$ cat src/rtl/mem_access_stage_pkg.sv
// Shared encodings for the MEM stage: LW-family selector and the stage FSM states.
package mem_access_stage_pkg;

    typedef enum logic [1:0] {
        LW_NONE = 2'b00,
        LW_LWR  = 2'b01,
        LW_LWL  = 2'b10,
        LW_WORD = 2'b11
    } lw_kind_e;

    typedef enum logic [1:0] {
        S_IDLE,
        S_REQ,
        S_WAIT,
        S_DONE
    } mem_state_e;

endpackage

$ cat src/rtl/mem_access_stage_if.sv
// SRAM-like data port between the MEM stage (master) and data memory (slave).
interface mem_access_stage_if;

    logic        data_req;
    logic        data_wr;
    logic [3:0]  data_wstrb;
    logic [31:0] data_addr;
    logic [31:0] data_wdata;
    logic        data_addr_ok;
    logic        data_data_ok;
    logic [31:0] data_rdata;

    modport master (
        output data_req, data_wr, data_wstrb, data_addr, data_wdata,
        input  data_addr_ok, data_data_ok, data_rdata
    );

    modport slave (
        input  data_req, data_wr, data_wstrb, data_addr, data_wdata,
        output data_addr_ok, data_data_ok, data_rdata
    );

endinterface

$ cat src/rtl/mem_access_stage_load_align.sv
// Combinational load realignment: sub-word extract/extend and LWL/LWR merge with old rt.
module mem_access_stage_load_align
    import mem_access_stage_pkg::*;
(
    input  logic [1:0]  i_v,
    input  logic [31:0] i_m,
    input  logic [31:0] i_r,
    input  logic        i_LB,
    input  logic        i_LBU,
    input  logic        i_LH,
    input  logic        i_LHU,
    input  lw_kind_e    i_LW,
    output logic [31:0] o_result
);

    logic [7:0]  w_byte;
    logic [15:0] w_half;

    always_comb begin
        case (i_v)
            2'd0:    w_byte = i_m[7:0];
            2'd1:    w_byte = i_m[15:8];
            2'd2:    w_byte = i_m[23:16];
            default: w_byte = i_m[31:24];
        endcase
        w_half   = i_v[1] ? i_m[31:16] : i_m[15:0];
        o_result = i_m;
        case (i_LW)
            LW_LWL: begin
                case (i_v)
                    2'd0:    o_result = {i_m[7:0],  i_r[23:0]};
                    2'd1:    o_result = {i_m[15:0], i_r[15:0]};
                    2'd2:    o_result = {i_m[23:0], i_r[7:0]};
                    default: o_result = i_m;
                endcase
            end
            LW_LWR: begin
                case (i_v)
                    2'd0:    o_result = i_m;
                    2'd1:    o_result = {i_r[31:24], i_m[31:8]};
                    2'd2:    o_result = {i_r[31:16], i_m[31:16]};
                    default: o_result = {i_r[31:8],  i_m[31:24]};
                endcase
            end
            LW_WORD: o_result = i_m;
            default: begin
                if (i_LB)       o_result = {{24{w_byte[7]}}, w_byte};
                else if (i_LBU) o_result = {24'd0, w_byte};
                else if (i_LH)  o_result = {{16{w_half[15]}}, w_half};
                else if (i_LHU) o_result = {16'd0, w_half};
            end
        endcase
    end

endmodule

$ cat src/rtl/mem_access_stage.sv
// MEM stage: latches the EXE bundle, runs the data-port transaction and hands the
// writeback bundle to WB.
module mem_access_stage
    import mem_access_stage_pkg::*;
(
    input  logic               clk,
    input  logic               rst,
    input  logic               i_exe_valid,
    input  logic               i_ex_int_handle,
    output logic               o_mem_allowin,
    input  logic               i_MemEn,
    input  logic               i_MemToReg,
    input  logic [3:0]         i_MemWrite,
    input  logic               i_LB,
    input  logic               i_LBU,
    input  logic               i_LH,
    input  logic               i_LHU,
    input  logic [1:0]         i_LW,
    input  logic [3:0]         i_RegWrite,
    input  logic [4:0]         i_RegWaddr,
    input  logic [31:0]        i_ALUResult,
    input  logic [31:0]        i_MemWdata,
    input  logic [31:0]        i_RegRdata2,
    input  logic [31:0]        i_PC,
    mem_access_stage_if.master dbus,
    input  logic               i_wb_allowin,
    output logic               o_wb_valid,
    output logic [31:0]        o_RegWdata_MEM_WB,
    output logic [3:0]         o_RegWrite_MEM_WB,
    output logic [4:0]         o_RegWaddr_MEM_WB,
    output logic [31:0]        o_PC_MEM_WB,
    output logic [31:0]        o_Bypass_MEM,
    output logic               o_load_pending
);

    mem_state_e  r_state;
    logic        r_memtoreg;
    logic [3:0]  r_memwrite;
    logic        r_lb, r_lbu, r_lh, r_lhu;
    lw_kind_e    r_lw;
    logic [3:0]  r_regwrite;
    logic [4:0]  r_regwaddr;
    logic [31:0] r_alu;
    logic [31:0] r_wdata;
    logic [31:0] r_rt;
    logic [31:0] r_pc;
    logic [31:0] r_regwdata;
    logic        r_data_req;
    logic        r_wb_valid;

    logic        w_accept;
    logic [31:0] w_load_res;

    assign o_mem_allowin = (r_state == S_IDLE) || (r_state == S_DONE && i_wb_allowin);
    assign w_accept      = i_exe_valid && o_mem_allowin;

    mem_access_stage_load_align u_load_align (
        .i_v      (r_alu[1:0]),
        .i_m      (dbus.data_rdata),
        .i_r      (r_rt),
        .i_LB     (r_lb),
        .i_LBU    (r_lbu),
        .i_LH     (r_lh),
        .i_LHU    (r_lhu),
        .i_LW     (r_lw),
        .o_result (w_load_res)
    );

    always_ff @(posedge clk) begin
        if (!rst) begin
            r_state    <= S_IDLE;
            r_memtoreg <= 1'b0;
            r_memwrite <= '0;
            r_lb       <= 1'b0;
            r_lbu      <= 1'b0;
            r_lh       <= 1'b0;
            r_lhu      <= 1'b0;
            r_lw       <= LW_NONE;
            r_regwrite <= '0;
            r_regwaddr <= '0;
            r_alu      <= '0;
            r_wdata    <= '0;
            r_rt       <= '0;
            r_pc       <= '0;
            r_regwdata <= '0;
            r_data_req <= 1'b0;
            r_wb_valid <= 1'b0;
        end else begin
            case (r_state)
                S_REQ: if (dbus.data_addr_ok) begin
                    r_data_req <= 1'b0;
                    r_state    <= S_WAIT;
                end
                S_WAIT: if (dbus.data_data_ok) begin
                    if (r_memtoreg) r_regwdata <= w_load_res;
                    r_wb_valid <= 1'b1;
                    r_state    <= S_DONE;
                end
                default: ;
            endcase
            // Accept only happens in IDLE/DONE, so it never collides with the REQ/WAIT arms.
            if (w_accept) begin
                r_wb_valid <= 1'b0;
                r_state    <= S_IDLE;
                if (!i_ex_int_handle) begin
                    r_memtoreg <= i_MemToReg;
                    r_memwrite <= i_MemWrite;
                    r_lb       <= i_LB;
                    r_lbu      <= i_LBU;
                    r_lh       <= i_LH;
                    r_lhu      <= i_LHU;
                    r_lw       <= lw_kind_e'(i_LW);
                    r_regwrite <= i_RegWrite;
                    r_regwaddr <= i_RegWaddr;
                    r_alu      <= i_ALUResult;
                    r_wdata    <= i_MemWdata;
                    r_rt       <= i_RegRdata2;
                    r_pc       <= i_PC;
                    r_regwdata <= i_ALUResult;
                    if (i_MemEn) begin
                        r_data_req <= 1'b1;
                        r_state    <= S_REQ;
                    end else begin
                        r_wb_valid <= 1'b1;
                        r_state    <= S_DONE;
                    end
                end
            end else if (r_state == S_DONE && i_wb_allowin) begin
                r_wb_valid <= 1'b0;
                r_state    <= S_IDLE;
            end
        end
    end

    assign dbus.data_req    = r_data_req;
    assign dbus.data_wr     = |r_memwrite;
    assign dbus.data_wstrb  = r_memwrite;
    assign dbus.data_addr   = {r_alu[31:2], 2'b00};
    assign dbus.data_wdata  = r_wdata;

    assign o_wb_valid        = r_wb_valid;
    assign o_RegWdata_MEM_WB = r_regwdata;
    assign o_RegWrite_MEM_WB = r_wb_valid ? r_regwrite : '0;
    assign o_RegWaddr_MEM_WB = r_regwaddr;
    assign o_PC_MEM_WB       = r_pc;
    assign o_Bypass_MEM      = (r_state == S_DONE) ? r_regwdata : r_alu;
    assign o_load_pending    = (r_state == S_REQ || r_state == S_WAIT) && r_memtoreg;

endmodule
$ cat src/flat_wrapper.sv
// flat-port wrapper written by rule: the top's interface ports become plain ports
module mem_access_stage_flat import mem_access_stage_pkg::*;
  (clk, rst, i_exe_valid, i_ex_int_handle, o_mem_allowin, i_MemEn, i_MemToReg, i_MemWrite, i_LB, i_LBU, i_LH, i_LHU, i_LW, i_RegWrite, i_RegWaddr, i_ALUResult, i_MemWdata, i_RegRdata2, i_PC, i_wb_allowin, o_wb_valid, o_RegWdata_MEM_WB, o_RegWrite_MEM_WB, o_RegWaddr_MEM_WB, o_PC_MEM_WB, o_Bypass_MEM, o_load_pending, dbus_data_req, dbus_data_wr, dbus_data_wstrb, dbus_data_addr, dbus_data_wdata, dbus_data_addr_ok, dbus_data_data_ok, dbus_data_rdata);
  mem_access_stage_if dbus_i ();
  input  logic clk;
  input  logic rst;
  input  logic i_exe_valid;
  input  logic i_ex_int_handle;
  output logic o_mem_allowin;
  input  logic i_MemEn;
  input  logic i_MemToReg;
  input  logic [3:0] i_MemWrite;
  input  logic i_LB;
  input  logic i_LBU;
  input  logic i_LH;
  input  logic i_LHU;
  input  logic [1:0] i_LW;
  input  logic [3:0] i_RegWrite;
  input  logic [4:0] i_RegWaddr;
  input  logic [31:0] i_ALUResult;
  input  logic [31:0] i_MemWdata;
  input  logic [31:0] i_RegRdata2;
  input  logic [31:0] i_PC;
  input  logic i_wb_allowin;
  output logic o_wb_valid;
  output logic [31:0] o_RegWdata_MEM_WB;
  output logic [3:0] o_RegWrite_MEM_WB;
  output logic [4:0] o_RegWaddr_MEM_WB;
  output logic [31:0] o_PC_MEM_WB;
  output logic [31:0] o_Bypass_MEM;
  output logic o_load_pending;
  output wire logic [$bits(dbus_i.data_req)-1:0] dbus_data_req;
  output wire logic [$bits(dbus_i.data_wr)-1:0] dbus_data_wr;
  output wire logic [$bits(dbus_i.data_wstrb)-1:0] dbus_data_wstrb;
  output wire logic [$bits(dbus_i.data_addr)-1:0] dbus_data_addr;
  output wire logic [$bits(dbus_i.data_wdata)-1:0] dbus_data_wdata;
  input wire logic [$bits(dbus_i.data_addr_ok)-1:0] dbus_data_addr_ok;
  input wire logic [$bits(dbus_i.data_data_ok)-1:0] dbus_data_data_ok;
  input wire logic [$bits(dbus_i.data_rdata)-1:0] dbus_data_rdata;
  assign dbus_data_req = dbus_i.data_req;
  assign dbus_data_wr = dbus_i.data_wr;
  assign dbus_data_wstrb = dbus_i.data_wstrb;
  assign dbus_data_addr = dbus_i.data_addr;
  assign dbus_data_wdata = dbus_i.data_wdata;
  assign dbus_i.data_addr_ok = dbus_data_addr_ok;
  assign dbus_i.data_data_ok = dbus_data_data_ok;
  assign dbus_i.data_rdata = dbus_data_rdata;
  mem_access_stage u_core (.clk(clk), .rst(rst), .i_exe_valid(i_exe_valid), .i_ex_int_handle(i_ex_int_handle), .o_mem_allowin(o_mem_allowin), .i_MemEn(i_MemEn), .i_MemToReg(i_MemToReg), .i_MemWrite(i_MemWrite), .i_LB(i_LB), .i_LBU(i_LBU), .i_LH(i_LH), .i_LHU(i_LHU), .i_LW(i_LW), .i_RegWrite(i_RegWrite), .i_RegWaddr(i_RegWaddr), .i_ALUResult(i_ALUResult), .i_MemWdata(i_MemWdata), .i_RegRdata2(i_RegRdata2), .i_PC(i_PC), .dbus(dbus_i), .i_wb_allowin(i_wb_allowin), .o_wb_valid(o_wb_valid), .o_RegWdata_MEM_WB(o_RegWdata_MEM_WB), .o_RegWrite_MEM_WB(o_RegWrite_MEM_WB), .o_RegWaddr_MEM_WB(o_RegWaddr_MEM_WB), .o_PC_MEM_WB(o_PC_MEM_WB), .o_Bypass_MEM(o_Bypass_MEM), .o_load_pending(o_load_pending));
endmodule
$ cat config.mk
export PLATFORM = sky130hd
export DESIGN_NAME = mem_access_stage_flat
export DESIGN_NICKNAME = d
export VERILOG_FILES = /design/src/rtl/mem_access_stage_pkg.sv /design/src/rtl/mem_access_stage_if.sv /design/src/rtl/mem_access_stage_load_align.sv /design/src/rtl/mem_access_stage.sv /design/src/flat_wrapper.sv
export SDC_FILE = /design/constraint.sdc
export NUM_CORES = 1
export LEC_CHECK = 0
export CORE_MARGIN = 2
export CORE_UTILIZATION = 45
export CTS_CLUSTER_SIZE = 24
export DETAILED_ROUTE_END_ITERATION = 16
export PLACE_DENSITY_LB_ADDON = 0.05
export SLEW_MARGIN = 5
export SYNTH_ARGS = -nofsm -noshare
export SYNTH_HDL_FRONTEND = slang
export SYNTH_SLANG_ARGS = --single-unit
$ cat constraint.sdc
create_clock -name clk -period 2.4 [get_ports clk]
set_input_delay 0.24 -clock clk [delete_from_list [all_inputs] [get_ports clk]]
set_output_delay 0.24 -clock clk [all_outputs]
set_load 0.01 [all_outputs]
==> flow_metrics.py, run 1 <==
metrics = {
    "power": {
        "p_per_area_mw_per_mm2": 707,
        "p_leak_nw": 5.28,
        "total_power_mw": 10.1,
        "peakVddDrop_mv": 0.486,
    },
    "drt": {
        "drt_wl_total_um": 36500,
        "dr.first_iter.drc_count": 731,
        "avgViaCountPerCell": 5.63,
        "ant_nets": 0,
        "avgRoutedWirePerCell_um": 19.7,
        "drc": 0,
        "firstDrtPassIters": 5,
        "num_vias": 10400,
    },
    "timing": {
        "skew_ns": 0.0148,
        "setup_viol": 0,
        "slew_viol_final": 0,
        "clock.fmax_mhz": 439,
        "fin_crit_ns": 2.28,
        "relSlewSlack": 0.460,
        "tightestPinTransition_ns": 0.807,
        "finalCritPeriodShare": 0.950,
        "finalHoldWorstSlack_ns": 0.339,
        "hold_violations": 0,
        "rsz0062_at_grt": "no",
    },
    "die": {
        "die_y_um": 152,
        "coreArea_mm2": 0.0212,
        "die_area_mm2": 0.0230,
        "chipWidth_um": 152,
        "start_util": 0.462,
        "rows": 53,
        "ios": 366,
    },
    "critical_path": {
        "critPathKind": "reg2out",
        "worst_ep_required_time_ns": 2.16,
        "worstPathCellList": "ha_4 > buf_12 > mux2_2 > clkdlybuf4s50_1",
        "crit_family": "buffers and inverters",
        "crit_slowest_cell": "clkdlybuf4s50_1",
        "reg2reg_from": "u_core.r_alu[1]",
        "critPathBufInv": 2,
        "endpoint_kind": "output pin",
        "max_stage_delay_ns": 0.49,
        "critPathArrivalTime_ns": 2.04,
        "startpoint_type": "flop",
        "crit_fanout": 24,
        "critPathLaunch": "u_core.r_state[0]",
    },
    "synthesis": {
        "synth.most_common_cell": "nand2_1",
        "synth_top_area_share": 0.376,
        "yosys_warnings": 0,
        "avgSynthCellArea_um2": 7.85,
        "netlist_area_mm2": 0.00980,
        "synth_cell_types": 54,
        "synth_edf_count": 0,
        "syn-instance-count": 1249,
        "yosysSeqAreaShare": 0.376,
        "synth_common_cells": "nand2_1, a21oi_1, dfxtp_1, o21ai_0, clkbuf_1",
        "synthTopCellsByArea": "dfxtp_1, nand2_1, a21oi_1",
        "yosysTopAreaCell": "dfxtp_1",
        "synth-seq-cells": 184,
        "synth_ff_type": "dfxtp_1",
        "async_flop_share": 0,
    },
    "place": {
        "hpwl_um": 26700,
        "io_buffer_count": 363,
        "placed_cells": 1823,
        "gp_congestion": 0.954,
        "dpl-instance-area_mm2": 0.0137,
    },
    "clock_network": {
        "post-cts-setup-buffers": 0,
        "cts_hold_buf": 0,
        "clk_pin_slew_ns": 0.08,
        "clk_latency_ns": 0.44,
        "clockRootBuffer": "clkbuf_16",
        "cts.path.max_buffers": 2,
        "numCtsBuffers": 17,
        "cts_tree": "built",
        "htreeDepth": 4,
        "clock_sinks": 184,
    },
    "global_routing": {
        "grt_pass1_vias": 9995,
        "grt_use_total": 0.310,
        "grt_max_degree": 52,
        "grt-ovfl-total": 0,
        "antenna_found_initial": 0,
        "grt_pass1_wl_um": 55200,
    },
    "finish": {
        "finish.instance_area_mm2": 0.0143,
        "antenna_cells": 0,
        "area_growth_pct": 46.0,
        "fin_nets": 1759,
        "fill_cells": 1813,
        "fin_util": 0.675,
        "finalNonFillerCells": 1855,
        "drive_above_1_share": 0.120,
    },
    "worst_hold_path": {
        "hold_path_class": "in2reg",
        "min_from": "i_MemWdata[5]",
    },
    "job": {
        "max_cap_violations": 0,
    },
    "outcome": {
        "status": "finished clean",
    },
}
[power breakdown]
| group | total [mW] | internal [mW] | switching [mW] |
|---|---|---|---|
| logic | 3.52 | 1.71 | 1.80 |
| registers | 3.71 | 3.42 | 0.292 |
| clock network | 2.89 | 1.45 | 1.45 |
[layer usage]
layer | routed length (um) | global-route usage | vias up
met5 | 0 | 0 | -
met4 | 1150 | 0.117 | 0
met2 | 17100 | 0.505 | 511
li1 | - | - | 4988
met3 | 3540 | 0.0865 | 73
met1 | 14700 | 0.391 | 4864
[tightest hold or removal path: stages]
cell and delay (ns):
clkdlybuf4s50_1 0.39, nand2_1 0.06, a21oi_1 0.05
[final timing paths]
check	endpoint	slack, ns	cells past startpoint
worst min register to register	u_core.dbus.data_wdata[27]	0.45	2
worst min-delay path	u_core.dbus.data_wdata[5]	0.34	3
worst max register to register	u_core.o_RegWdata_MEM_WB[20]	0.23	7
worst max-delay path	o_Bypass_MEM[11]	0.12	4
[area by class of cell]
cell class                 instances  area, um^2  area share
tap                              275         344      0.0240
timing repair buffer             433        4300       0.300
multi-input combinational        919        5320       0.372
clock buffer                      18         439      0.0307
clock inverter                    14         173      0.0121
sequential                       184        3690       0.258
inverter                          12        50.0     0.00350
[sequential cells by signal, indices dropped and copies added, names as in the netlist]
signal / cells
u_core.o_RegWdata_MEM_WB: 32
u_core.r_lb: 1
u_core.dbus.data_wstrb: 4
u_core.o_PC_MEM_WB: 32
u_core.r_lhu: 1
u_core.dbus.data_wdata: 32
u_core.r_lbu: 1
u_core.r_lh: 1
u_core.o_wb_valid: 1
u_core.r_regwrite: 4
u_core.r_memtoreg: 1
u_core.r_state: 2
u_core.o_RegWaddr_MEM_WB: 5
u_core.r_lw: 2
u_core.dbus.data_req: 1
u_core.r_rt: 32
u_core.r_alu: 32
[metrics by stage]
stage               worst slack (ns)  setup TNS (ns)
finish                         0.121               0
global route                  0.0450               0
CTS                          -0.0100         -0.0144
detailed placement             0.147               0
global placement               0.238               0
floorplan                      0.607               0
[timing repair]
action	4_1_cts	5_1_grt
endpoints found under the setup margin	23	30
cloned	0	0
resized for setup	3	5
[placed cells by master (no fill, tap or decap), types with 5 or more instances in the layout]
master and count:
inv_1 11, inv_6 5, a22oi_1 11, a21oi_1 192, o22ai_1 13, clkdlybuf4s50_1 362
mux4_2 7, nand2_1 357, dfxtp_1 181, a221o_1 5, and2_1 11, mux2i_1 27
and3_1 13, a221oi_2 12, o211ai_1 15, o221ai_1 13, buf_4 58, mux2_2 49
buf_12 11, nor2_1 25, o21ai_0 70, nand3_1 5, o21ai_1 13, clkbuf_16 17
a211oi_1 5, a221oi_1 23
[cells by family (layout without fill, tap and decap cells)]
family / count (synthesis) / after routing / synth area share
compound gates: 397 / 397 / 0.251
fa+ha+maj: 4 / 4 / 0.00511
buf+inv: 147 / 477 / 0.0837
flops: 184 / 184 / 0.376
mux: 89 / 89 / 0.108
other cells: 1 / 2 / 0.000383
simple gates: 427 / 427 / 0.176
No activity file was read; power rests on OpenSTA's default activity.
==> run 2, diff against run 1 <==
==> constraint.sdc (replaced) <==
create_clock -name clk -period 2.4 [get_ports clk]
set_input_delay 0.48 -clock clk [delete_from_list [all_inputs] [get_ports clk]]
set_output_delay 0.48 -clock clk [all_outputs]
set_load 0.01 [all_outputs]
==> run 2 against run 1 <==
Fmax down 4.0%; sequential share of layout area down 0.25 points; count of clock-buffer cells in the layout unchanged; critical path type unchanged; core utilization up 0.79 points; global-route usage up 0.61 points; critical path depth up 1; critical endpoint is now o_Bypass_MEM[24]; sequential cell count unchanged; largest cell class unchanged; routed wire length up 3.6%.
==> flow_metrics.py, run 2 (synthesis results as in run 1) <==
metrics = {
    "outcome": {
        "status": "finished clean",
    },
    "finish": {
        "final_common_cell": "nand2_1",
        "antenna_cells": 0,
        "finalNonFillerCells": 1874,
        "final_cell_mix": "nand2_1, clkdlybuf4s50_1, a21oi_1",
        "fin_nets": 1778,
        "drive_above_1_share": 0.131,
        "area_growth_pct": 47.7,
    },
    "critical_path": {
        "crit_slowest_cell": "dfxtp_4",
        "crit_family": "buffers and inverters",
        "worstPathCellList": "ha_4 > buf_6 > clkbuf_16 > mux2_2 > dlygate4sd2_1",
        "critPathLaunch": "u_core.r_state[1]",
        "crit_fanout": 4,
        "critPathArrivalTime_ns": 1.89,
        "critPathKind": "reg2out",
        "worst_ep_required_time_ns": 1.92,
        "endpoint_kind": "output pin",
        "startpoint_type": "flop",
        "critPathBufInv": 3,
        "reg2reg_from": "u_core.r_state[1]",
        "max_stage_delay_ns": 0.37,
    },
    "power": {
        "total_power_mw": 10.1,
        "peakVddDrop_mv": 0.435,
        "p_per_area_mw_per_mm2": 698,
        "p_leak_nw": 5.49,
    },
    "timing": {
        "skew_ns": 0.0143,
        "clock.fmax_mhz": 421,
        "relSlewSlack": 0.419,
        "setup_ws_ns": 0.0271,
        "fin_crit_ns": 2.37,
        "setup_viol": 0,
        "finalHoldWorstSlack_ns": 0.454,
        "rsz0062_at_grt": "yes",
        "tns_ns": 0,
        "tightestPinTransition_ns": 0.868,
        "finalCritPeriodShare": 0.989,
        "slew_viol_final": 0,
        "hold_violations": 0,
    },
    "place": {
        "pre_cts_ws_ns": -0.101,
        "hpwl_um": 27100,
        "placed_cells": 1834,
        "io_buffer_count": 363,
        "gp_congestion": 1.03,
    },
    "worst_hold_path": {
        "min_from": "u_core.dbus.data_wdata[20]",
        "hold_path_class": "reg2reg",
    },
    "die": {
        "die_area_mm2": 0.0230,
        "coreArea_mm2": 0.0212,
        "chipWidth_um": 152,
        "die_y_um": 152,
        "ios": 366,
        "rows": 53,
        "start_util": 0.462,
    },
    "global_routing": {
        "grt_pass1_vias": 10000,
        "grt_use_total": 0.316,
        "grt_pass1_wl_um": 56200,
        "grt_max_degree": 88,
        "antenna_found_initial": 0,
        "grt-ovfl-total": 0,
    },
    "job": {
        "max_cap_violations": 0,
    },
    "clock_network": {
        "clock_sinks": 184,
        "cts_tree": "built",
        "htreeDepth": 4,
        "cts.path.max_buffers": 2,
        "clk_pin_slew_ns": 0.07,
        "clockRootBuffer": "clkbuf_16",
        "clk_latency_ns": 0.44,
        "numCtsBuffers": 17,
    },
    "drt": {
        "drc": 0,
        "avgViaCountPerCell": 5.67,
        "num_vias": 10600,
        "dr.first_iter.drc_count": 740,
        "avgRoutedWirePerCell_um": 20.2,
        "drt_wl_total_um": 37800,
        "ant_nets": 0,
        "firstDrtPassIters": 5,
    },
}
run 2: cell count changes in the layout (fill, tap and decap cells not counted), sizes merged:
| cell | previous run | this run |
|---|---|---|
| buf | 70 | 87 |
| clkbuf | 18 | 20 |
| clkdlybuf4s15 | 0 | 8 |
| clkdlybuf4s50 | 362 | 330 |
| clkinv | 6 | 5 |
| clkinvlp | 0 | 2 |
| dlygate4sd2 | 1 | 25 |
| inv | 20 | 19 |
run 2: worst min-delay path, cell delays in order, from the launching register on:
cell,delay [ns]
dfxtp_1,0.31
nand2_1,0.05
a21oi_1,0.05
run 2: path summary, 6_finish.rpt:
path | to | slack [ns] | depth (start not counted)
worst min register to register | u_core.dbus.data_wdata[20] | 0.45 | 2
worst max register to register | u_core.o_RegWdata_MEM_WB[21] | 0.21 | 9
worst min-delay path | u_core.dbus.data_wdata[20] | 0.45 | 2
worst max-delay path | o_Bypass_MEM[24] | 0.03 | 5
run 2: per-layer routing:
metal	wire [um]	track usage	share of wire	vias to the layer above
met1	15400	0.403	0.41	4968
met3	3520	0.0787	0.093	94
met2	17600	0.515	0.47	542
met4	1240	0.123	0.033	0
met5	0	0	0	-
li1	-	-	-	5024
run 2: where the power goes:
part           internal (mW)  leakage (nW)  switching [mW]
sequential              3.43          1.50           0.304
combinational           1.73          3.71            1.85
clock                   1.39         0.278            1.41
run 2: area by class of cell:
cell class | instances | area [um^2]
fillers | 1792 | 6740
clock buffers | 18 | 429
repair buffers | 452 | 4490
multi-input cells | 919 | 5320
well taps | 275 | 344
inverters | 12 | 50.0
clock inverters | 14 | 150
flip-flops and latches | 184 | 3690
run 2: repair_timing:
| item | in CTS | in global routing |
|---|---|---|
| gates resized for setup | 42 | 11 |
| cloned | 2 | 2 |
| buffers inserted | 4 | 0 |
| pin swaps | 1 | 0 |
| endpoints found under the setup margin | 33 | 30 |
| hold buffers | 0 | 0 |
run 2: stage by stage:
step | utilization | cell area [um^2]
CTS | 0.679 | 14400
detailed placement | 0.649 | 13800
finish | 0.682 | 14500
floorplan | - | 9810
global route | 0.682 | 14500
global placement | 0.649 | 13800
